[config.mk]
export PLATFORM = sky130hd
export DESIGN_NAME = coeff_decompress
export DESIGN_NICKNAME = d
export VERILOG_FILES = /design/src/rtl/kyber_pkg.sv /design/src/rtl/decompress_unit.sv /design/src/rtl/coeff_decompress.sv
export SDC_FILE = /design/constraint.sdc
export NUM_CORES = 1
export LEC_CHECK = 0
export BUFFER_PORTS_ARGS = -buffer_cell sky130_fd_sc_hd__buf_2
export CORE_MARGIN = 5
export CORE_UTILIZATION = 51
export CTS_BUF_LIST = sky130_fd_sc_hd__clkbuf_8
export CTS_CLUSTER_SIZE = 14
export DETAILED_ROUTE_END_ITERATION = 10
export PLACE_DENSITY = 0.74
export SYNTH_ARGS = -nofsm -noshare
export SYNTH_HDL_FRONTEND = slang
export SYNTH_SLANG_ARGS = --single-unit
[constraint.sdc]
create_clock -name i_clk -period 15.3 [get_ports i_clk]
set_clock_uncertainty 0.15 [all_clocks]
set_input_delay 2.295 -clock i_clk [delete_from_list [all_inputs] [get_ports i_clk]]
set_output_delay 2.295 -clock i_clk [all_outputs]
set_load 0.005 [all_outputs]
[src/rtl/kyber_pkg.sv]
// -----------------------------------------------------------------------------
// kyber_pkg
// Shared constants and helpers for the Kyber coefficient decode, encode and
// decompress stages.
//   KYBER_Q / KYBER_N  : modulus and coefficients per polynomial
//   L_*                : legal field-width encodings for ByteDecode_l
//   fields_per_word(l) : number of l-bit fields packed into one 64-bit word
//   dec_state_t        : control states of the decompress stage
// -----------------------------------------------------------------------------
package kyber_pkg;

    localparam int KYBER_Q = 3329;
    localparam int KYBER_N = 256;

    localparam logic [3:0] L_1  = 4'd1;
    localparam logic [3:0] L_4  = 4'd4;
    localparam logic [3:0] L_5  = 4'd5;
    localparam logic [3:0] L_10 = 4'd10;
    localparam logic [3:0] L_11 = 4'd11;
    localparam logic [3:0] L_12 = 4'd12;

    typedef enum logic [1:0] {
        S_IDLE = 2'd0,
        S_RUN  = 2'd1,
        S_DONE = 2'd2
    } dec_state_t;

    // Unsupported widths fall back to the l=12 packing.
    function automatic logic [6:0] fields_per_word(input logic [3:0] l);
        case (l)
            L_1:     return 7'd64;
            L_4:     return 7'd16;
            L_5:     return 7'd12;
            L_10:    return 7'd6;
            L_11:    return 7'd5;
            default: return 7'd5;
        endcase
    endfunction

endpackage

[src/rtl/decompress_unit.sv]
// -----------------------------------------------------------------------------
// decompress_unit
// Combinational Decompress_d: y = round(Q * x / 2^l) for l < 12, passthrough
// for l = 12 (and for any width outside 1..11).
// Ports:
//   i_x [11:0]  right-aligned l-bit field value
//   i_l [3:0]   field width
//   o_y [11:0]  decompressed coefficient
// -----------------------------------------------------------------------------
module decompress_unit
    import kyber_pkg::*;
#(
    parameter int Q = KYBER_Q
) (
    input  logic [11:0] i_x,
    input  logic [3:0]  i_l,
    output logic [11:0] o_y
);

    logic [23:0] w_prod;
    logic [23:0] w_rnd;
    logic [23:0] w_sum;

    always_comb begin
        // Q * (2^11 - 1) still fits in 23 bits, so the 24-bit sum never overflows.
        w_prod = 24'(Q) * {12'd0, i_x};
        w_rnd  = '0;
        w_sum  = w_prod;
        o_y    = i_x;
        if (i_l != 4'd0 && i_l < 4'd12) begin
            w_rnd = 24'd1 << (i_l - 4'd1);
            w_sum = w_prod + w_rnd;
            o_y   = 12'(w_sum >> i_l);
        end
    end

endmodule

[src/rtl/coeff_decompress.sv]
// -----------------------------------------------------------------------------
// coeff_decompress
// Unpacks 64-bit ByteDecode_l words (fields MSB-aligned) into one 12-bit
// decompressed coefficient per cycle, stopping after N_COEF coefficients and
// pulsing o_done once the final one has been taken downstream.
// Optional feature macro: DECOMP_RANGE_CHECK_EN (sticky o_err on l=12, x >= Q).
// Ports:
//   i_clk, i_rst        clock, asynchronous active-high reset
//   i_l                 field width, latched with the first word of a polynomial
//   i_coeffs/_valid     packed input word, o_coeffs_ready handshake
//   o_coeff/_valid      output coefficient, i_coeff_ready handshake
//   o_last              marks coefficient N_COEF-1
//   o_done              1-cycle pulse after the last coefficient is accepted
//   o_err               sticky range error (0 when the check is compiled out)
// -----------------------------------------------------------------------------
module coeff_decompress
    import kyber_pkg::*;
#(
    parameter int DW     = 64,
    parameter int CW     = 12,
    parameter int Q      = KYBER_Q,
    parameter int N_COEF = KYBER_N
) (
    input  logic          i_clk,
    input  logic          i_rst,
    input  logic [3:0]    i_l,
    input  logic [DW-1:0] i_coeffs,
    input  logic          i_coeffs_valid,
    output logic          o_coeffs_ready,
    output logic [CW-1:0] o_coeff,
    output logic          o_coeff_valid,
    input  logic          i_coeff_ready,
    output logic          o_last,
    output logic          o_done,
    output logic          o_err
);

    localparam logic [7:0] LAST_IDX = 8'(N_COEF - 1);

    dec_state_t    r_state;
    dec_state_t    w_next;

    // Word register holds the current word pre-shifted so the next field is at the top.
    logic [DW-1:0] r_word;
    logic          r_full;
    logic [6:0]    r_fidx;
    logic [3:0]    r_l;
    logic [7:0]    r_cnt;
    logic          r_hold;   // last coefficient issued, waiting for it to drain

    logic [CW-1:0] r_coeff;
    logic          r_coeff_valid;
    logic          r_last;

    logic          w_active;
    logic [3:0]    w_l;
    logic [6:0]    w_fpw;
    logic          w_out_free;
    logic          w_ready;
    logic          w_take;
    logic [DW-1:0] w_src_word;
    logic [6:0]    w_src_fidx;
    logic          w_issue;
    logic          w_is_last;
    logic          w_word_end;
    logic [3:0]    w_sh;
    logic [CW-1:0] w_x;
    logic [CW-1:0] w_y;

    // ---------------- datapath control ----------------
    always_comb begin
        w_active   = ((r_state == S_IDLE) || (r_state == S_RUN)) && !r_hold;
        // First word of a polynomial is decoded with the live i_l; later ones use the latch.
        w_l        = (r_state == S_IDLE) ? i_l : r_l;
        w_fpw      = fields_per_word(w_l);
        w_out_free = !r_coeff_valid || i_coeff_ready;
        w_is_last  = (r_cnt == LAST_IDX);
        w_ready    = w_active &&
                     (!r_full || (w_out_free && (r_fidx == w_fpw - 7'd1) && !w_is_last));
        w_take     = i_coeffs_valid && w_ready;
        // An empty word register lets an arriving word feed the output register directly.
        w_src_word = r_full ? r_word : i_coeffs;
        w_src_fidx = r_full ? r_fidx : 7'd0;
        w_issue    = w_active && w_out_free && (r_full || w_take);
        w_word_end = (w_src_fidx == w_fpw - 7'd1) || w_is_last;
        w_sh       = (w_l == 4'd0 || w_l > 4'd12) ? 4'd0 : (4'd12 - w_l);
        w_x        = w_src_word[DW-1 -: CW] >> w_sh;
    end

    decompress_unit #(.Q(Q)) u_decomp (
        .i_x (w_x),
        .i_l (w_l),
        .o_y (w_y)
    );

    // ---------------- FSM ----------------
    always_ff @(posedge i_clk or posedge i_rst) begin
        if (i_rst) r_state <= S_IDLE;
        else       r_state <= w_next;
    end

    always_comb begin
        w_next = r_state;
        o_done = 1'b0;
        case (r_state)
            S_IDLE: if (w_take) w_next = S_RUN;
            S_RUN:  if (r_coeff_valid && r_last && i_coeff_ready) w_next = S_DONE;
            S_DONE: begin
                o_done = 1'b1;
                w_next = S_IDLE;
            end
            default: w_next = S_IDLE;
        endcase
    end

    // ---------------- word register ----------------
    always_ff @(posedge i_clk or posedge i_rst) begin
        if (i_rst) begin
            r_word <= '0;
            r_full <= 1'b0;
            r_fidx <= '0;
            r_l    <= '0;
        end else begin
            if (r_state == S_IDLE && w_take) r_l <= i_l;
            if (w_issue) begin
                if (w_word_end) begin
                    // Back-to-back refill; a word cut short by the final coefficient is dropped.
                    if (w_take && r_full) begin
                        r_word <= i_coeffs;
                        r_fidx <= '0;
                        r_full <= 1'b1;
                    end else begin
                        r_full <= 1'b0;
                    end
                end else begin
                    r_word <= w_src_word << w_l;
                    r_fidx <= w_src_fidx + 7'd1;
                    r_full <= 1'b1;
                end
            end else if (w_take) begin
                r_word <= i_coeffs;
                r_fidx <= '0;
                r_full <= 1'b1;
            end
        end
    end

    // ---------------- output register and counters ----------------
    always_ff @(posedge i_clk or posedge i_rst) begin
        if (i_rst) begin
            r_coeff       <= '0;
            r_coeff_valid <= 1'b0;
            r_last        <= 1'b0;
            r_cnt         <= '0;
            r_hold        <= 1'b0;
        end else begin
            if (w_issue) begin
                r_coeff       <= w_y;
                r_coeff_valid <= 1'b1;
                r_last        <= w_is_last;
                r_cnt         <= r_cnt + 8'd1;   // wraps to 0 after the last index
            end else if (i_coeff_ready) begin
                r_coeff_valid <= 1'b0;
                r_last        <= 1'b0;
            end
            if (w_issue && w_is_last)  r_hold <= 1'b1;
            else if (r_state == S_DONE) r_hold <= 1'b0;
        end
    end

`ifdef DECOMP_RANGE_CHECK_EN
    logic w_range_bad;
    logic r_err;

    assign w_range_bad = (w_l == L_12) && (w_x >= CW'(Q));

    always_ff @(posedge i_clk or posedge i_rst) begin
        if (i_rst) begin
            r_err <= 1'b0;
        end else if (r_state == S_IDLE && w_take) begin
            r_err <= w_issue && w_range_bad;   // new polynomial restarts the flag
        end else if (w_issue && w_range_bad) begin
            r_err <= 1'b1;
        end
    end

    assign o_err = r_err;
`else
    assign o_err = 1'b0;
`endif

    // Ready is forced low while reset is held so every output reads 0 in reset.
    assign o_coeffs_ready = w_ready && !i_rst;
    assign o_coeff        = r_coeff;
    assign o_coeff_valid  = r_coeff_valid;
    assign o_last         = r_last;

endmodule
After elaboration in Yosys (flattened, before gate mapping)
Index checks and enable logic that the tools add are counted.
Widths: inputs -> output; s select.
{"block": "word_totals", "register_bits": 101, "input_bits": 72, "out_inout_bits": 17, "elab_cells": 95}
{"block": "op_classes", "n_addsub": 6, "mul": 1, "n_lt_le_gt_ge": 2, "eq_ne": 12, "n_shift": 4, "n_mux": 27, "n_reduce_logical": 33}
{"cell": "$mux 64", "count": 5}
{"cell": "$shl 64x4->64", "count": 1}
{"cell": "$mux 7", "count": 5}
{"cell": "$pmux 7 s4", "count": 1}
{"cell": "$add 24x24->24", "count": 1}
{"cell": "$mul 12x12->24 const A", "count": 1}
{"cell": "$shl 1x4->24 const A", "count": 1}
{"cell": "$shr 24x4->12", "count": 1}
{"cell": "$eq 7x7->1", "count": 2}
{"cell": "$logic_and 1x1->1", "count": 14}
{"cell": "$mux 12", "count": 1}
{"cell": "$shr 12x4->12", "count": 1}
{"cell": "$mux 1", "count": 10}
{"cell": "$add 8x1->8 const B", "count": 1}
{"cell": "$eq 4x3->1 const B", "count": 2}
{"cell": "$eq 8x8->1 const B", "count": 1}
{"cell": "$mux 4", "count": 2}
{"cell": "$add 7x1->7 const B", "count": 1}
{"cell": "$sub 7x1->7 const B", "count": 1}
{"cell": "$logic_or 1x1->1", "count": 6}
{"cell": "$reduce_bool 2->1", "count": 3}
{"cell": "$logic_not 1->1", "count": 5}
{"cell": "$eq 4x1->1 const B", "count": 1}
{"cell": "$eq 4x4->1 const B", "count": 1}
{"cell": "15 further kinds", "count": 17}

Logic depth before layout (Yosys ltp)
{"block": "depth", "word_depth": 15, "ltp_mapped": 40, "ltp_nobuf": 31}

By module
Synthesis repeated with hierarchy kept, for this count alone.
{"block": "hier_totals", "hier_cells": 1386, "hier_area_um2": 13220.2}
{"module": "coeff_decompress", "n_inst": 1, "cells_each": 951, "area_each_um2": 9669.3, "seq_area_each_um2": 2527.4}
{"module": "decompress_unit", "n_inst": 1, "cells_each": 435, "area_each_um2": 3550.9, "seq_area_each_um2": 0.0}

Least setup slack after synthesis
No wires, ideal clock.
{"block": "synth_timing", "kind": "input -> register", "from": "input i_l[0]", "to": "register r_coeff[9] (netlist: o_coeff[9])", "setup_ns": 0.125, "arrival_ns": 9.832, "required_time_ns": 15.025, "slack_ns": 5.193, "cell_stages": 35, "n_path_buf": 6, "cell_sequence": "mux2i_1 > buf_2 > buf_2 > buf_2 > buf_1 > ha_1 > clkbuf_1 > inv_1 > mux4_2 > nor2b_2 > buf_6 > a221o_1 > nor2_1 > a31oi_1 > a22oi_1 > inv_1 > ha_1 > inv_1 > fa_1 > inv_1 > ha_1 > inv_1 > fa_1 > fa_1 > inv_1 > ha_1 > a21oi_1 > o211ai_1 > a21oi_1 > o21ai_0 > o31ai_1 > xnor2_1 > mux4_2 > nor3_1 > nor3_1"}
{"block": "synth_via", "elab_chain_cells": 12, "elab_cells_between_ends": 30, "cone_classes": "4 x add/sub; 1 x mul; 2 x order compare; 5 x eq/ne; 3 x shift; 4 x mux; 11 x reduce/logical"}
{"element": "start: declaration", "line": "coeff_decompress.sv:26", "rtl": "input logic [3:0] i_l,"}
{"element": "$mux 4 (*)", "line": "coeff_decompress.sv:74", "rtl": "w_l = (r_state == S_IDLE) ? i_l : r_l;"}
{"element": "branches (longest 11 deep; another with $mul 12x12->24)"}
{"element": "end signal: assignment", "line": "coeff_decompress.sv:158", "rtl": "r_coeff <= w_y;"}
{"element": "end: declaration", "line": "coeff_decompress.sv:51", "rtl": "logic [CW-1:0] r_coeff;"}
Every way passes the cells marked *.
A chain may end at the register's enable or synchronous reset.

Worst setup path after layout
{"block": "layout_timing", "from": "input i_l[0]", "to": "register r_coeff[11] (netlist: o_coeff[11])"}
Same word-level chain as after synthesis.

==> flow_summary.toml <==
[job]
drv_cap = 0

[route]
drc_errors = 0
vias_per_cell = 6.30
antenna_left = 0
wl_mm = 34.2
vias = 10800
drt_iter0_markers = 1366
wl_per_cell_um = 19.9
dr.pass1.iters = 6

[timing]
timing.final.hold_violations = 0
finalSetupTns_ps = 0
max-slew-margin-rel = 0.293
timing.final.crit_period_ps = 10490
fin_crit_sh = 0.686
rsz0062_at_grt = "false"
slew_viol_final = 0
worst_pin_slew_ps = 1060
setup_viol_count_final = 0
holdWs_ps = 329
max_freq_mhz = 95.3

[synthesis]
synth_top_family_by_area = "multiplexers"
netlist_area_um2 = 12400
synth_fa_ha_area_frac = 0.131
yosysTopAreaCell = "dfrtp_1"
synth_top_area_share = 0.204
yosysUniqueCellTypes = 85
synth_compound_area_frac = 0.145
postSynthAreaPerCell_um2 = 9.03
synth_fp_nets = 1561
ys_async_sr_fraction = 1.00
yosys.area_share.simple = 0.153
synth-edff-count = 0
ys_seq_area_frac = 0.204
synth_area_leaders = "dfrtp_1 20%, mux2i_1 16%, mux4_2 11%"
synth_xor_area_frac = 0.0212
synthFlopType = "dfrtp_1"
synth_warnings = 0
ys_ff_latch = 101
synth_cells = 1370
synth.area.mux_share = 0.290

[clock_tree]
worstSkewPairLatency_ps = 400
hold_buffers = 0
cts_buffer_depth = 2
htree_num_levels = 3
clkSlewWorstSetupHoldPaths_ps = 100
postCtsSetupBuffers = 0
ctsResizeCount = 0
numCtsBuffers = 9
cts_root_buf = "clkbuf_8"
clock-sinks = 101
cts_tree = "yes"

[setup_path]
cp_common_cell = "inv_1"
max_stage_delay_ps = 700
crit_required_ps = 15420
endpoint_kind = "flop"
worstPathMaxFanout = 51
crit_type = "primary input to flop"
start_kind = "primary input"
arrival_ps = 10610
cpMaxStageDelayCell = "ha_1"

[outcome]
status = "finished clean"

[hold_path]
min-delay-path-class = "flop to flop"

[finish]
drive_above_1_share = 0.165
area_delta_synth_final_pct = 5.92
final_common_cell = "mux2i_1"
most-common-layout-cells = "203 x mux2i_1, 189 x nand2_1, 102 x ha_1"
fin_nets = 1582

[power_and_ir_drop]
power_density_nw_per_um2 = 93.0
p_leak_nw = 6.82
vdd_drop_max_mv = 0.0825

[floorplan]
initial_core_util = 0.513
io-pin-count = 89
die_x_um = 166
die_area_um2 = 27500
row_count = 57
fp.dieH_um = 166
core-area_um2 = 24100

[placement]
dp_hpwl_mm = 25.2
portBuffers = 87
gp_congestion = 1.00

[global_route]
grt_pass1_wl_mm = 55.7
grt-ovfl-total = 0
grt_usage = 0.243
grt_antenna_before_repair = 1
grt_max_degree = 85
grt_pass1_vias = 10600
## synth_stat cells, types with 17 or more instances
cell type    n
a21oi_1     94
xnor2_1     20
clkbuf_1    45
fa_1        17
dfrtp_1    101
ha_1       102
nor2_1      54
inv_1       62
nand2_1    191
nor3_1      17
nand3_1     22
mux4_2      59
and2_1      19
and3_1      56
mux2i_1    204
o21ai_0     61
buf_2       28
## registers in the layout, indices dropped and copies added, names as in the netlist
| name | count |
|---|---|
| o_coeff | 12 |
| r_fidx | 7 |
| r_hold | 1 |
| r_cnt | 8 |
| r_full | 1 |
| r_word | 64 |
| r_l | 4 |
| r_state | 2 |
| o_last | 1 |
| o_coeff_valid | 1 |
## critical path, delay by kind of cell
| kind | cells | cell delay, ps |
|---|---|---|
| and+or+nand+nor | 3 | 1020 |
| muxes | 3 | 860 |
| AOI/OAI and AO/OA | 9 | 1910 |
| buffers and inverters | 7 | 1220 |
| adders and majority gates | 7 | 2990 |
| xor gates and xnor gates | 1 | 300 |
## cell families (layout without fill, tap and decap cells)
logic type	count (synthesis)	in the layout
buf+inv	157	182
fa+ha+maj	119	119
other cells	1	2
xor+xnor	30	30
mux	281	281
simple gates	403	403
flops	101	101
compound gates	278	278
## area by class of cell
type	count	area [um^2]
fillers	2210	11000
multi-input cells	1112	9200
flip-flops and latches	101	2530
repair buffers	104	563
well taps	324	405
inverters	63	239
clock buffers	10	138
clock inverters	5	36.3
diodes	1	2.50
## through the flow
| stage | util | area (um^2) | setup slack [ps] | instances | total power, mW |
|---|---|---|---|---|---|
| global placement | 0.537 | 12900 | 4700 | 1704 | 1.02 |
| floorplan | - | 12400 | 5190 | 1370 | 0.865 |
| detailed placement | 0.537 | 12900 | 4470 | 1704 | 1.04 |
| CTS | 0.544 | 13100 | 4890 | 1719 | 1.21 |
| global route | 0.544 | 13100 | 4240 | 1720 | 1.32 |
| finish | 0.544 | 13100 | 4810 | 1720 | 1.22 |
## worst paths after layout
kind,slack (ps),start,end,depth (start not counted)
max in group asynchronous,11930,i_rst,r_word[49]$_DFFE_PP0P_,3
min in group asynchronous,1750,i_rst,r_full$_DFFE_PP0P_,2
hold reg to reg,330,r_cnt[6]$_DFFE_PP0P_,r_cnt[6]$_DFFE_PP0P_,1
hold / removal,330,r_cnt[6]$_DFFE_PP0P_,r_cnt[6]$_DFFE_PP0P_,1
setup / recovery,4810,i_l[0],o_coeff[11]$_DFFE_PP0P_,30
setup reg to reg,5700,r_state[1]$_DFFE_PP0P_,o_coeff[11]$_DFFE_PP0P_,30
## power by group
group,switching (mW),internal [mW]
logic,0.465,0.311
clock network,0.107,0.0633
registers,0.00251,0.270
## metal layers
layer | up-vias | track usage | routed length (um)
li1 | 5098 | - | -
met1 | 5222 | 0.344 | 15000
met2 | 441 | 0.383 | 15700
met3 | 83 | 0.0386 | 2370
met4 | 0 | 0.0807 | 1060
met5 | - | 0 | 0
No activity file was read; power rests on OpenSTA's default activity.
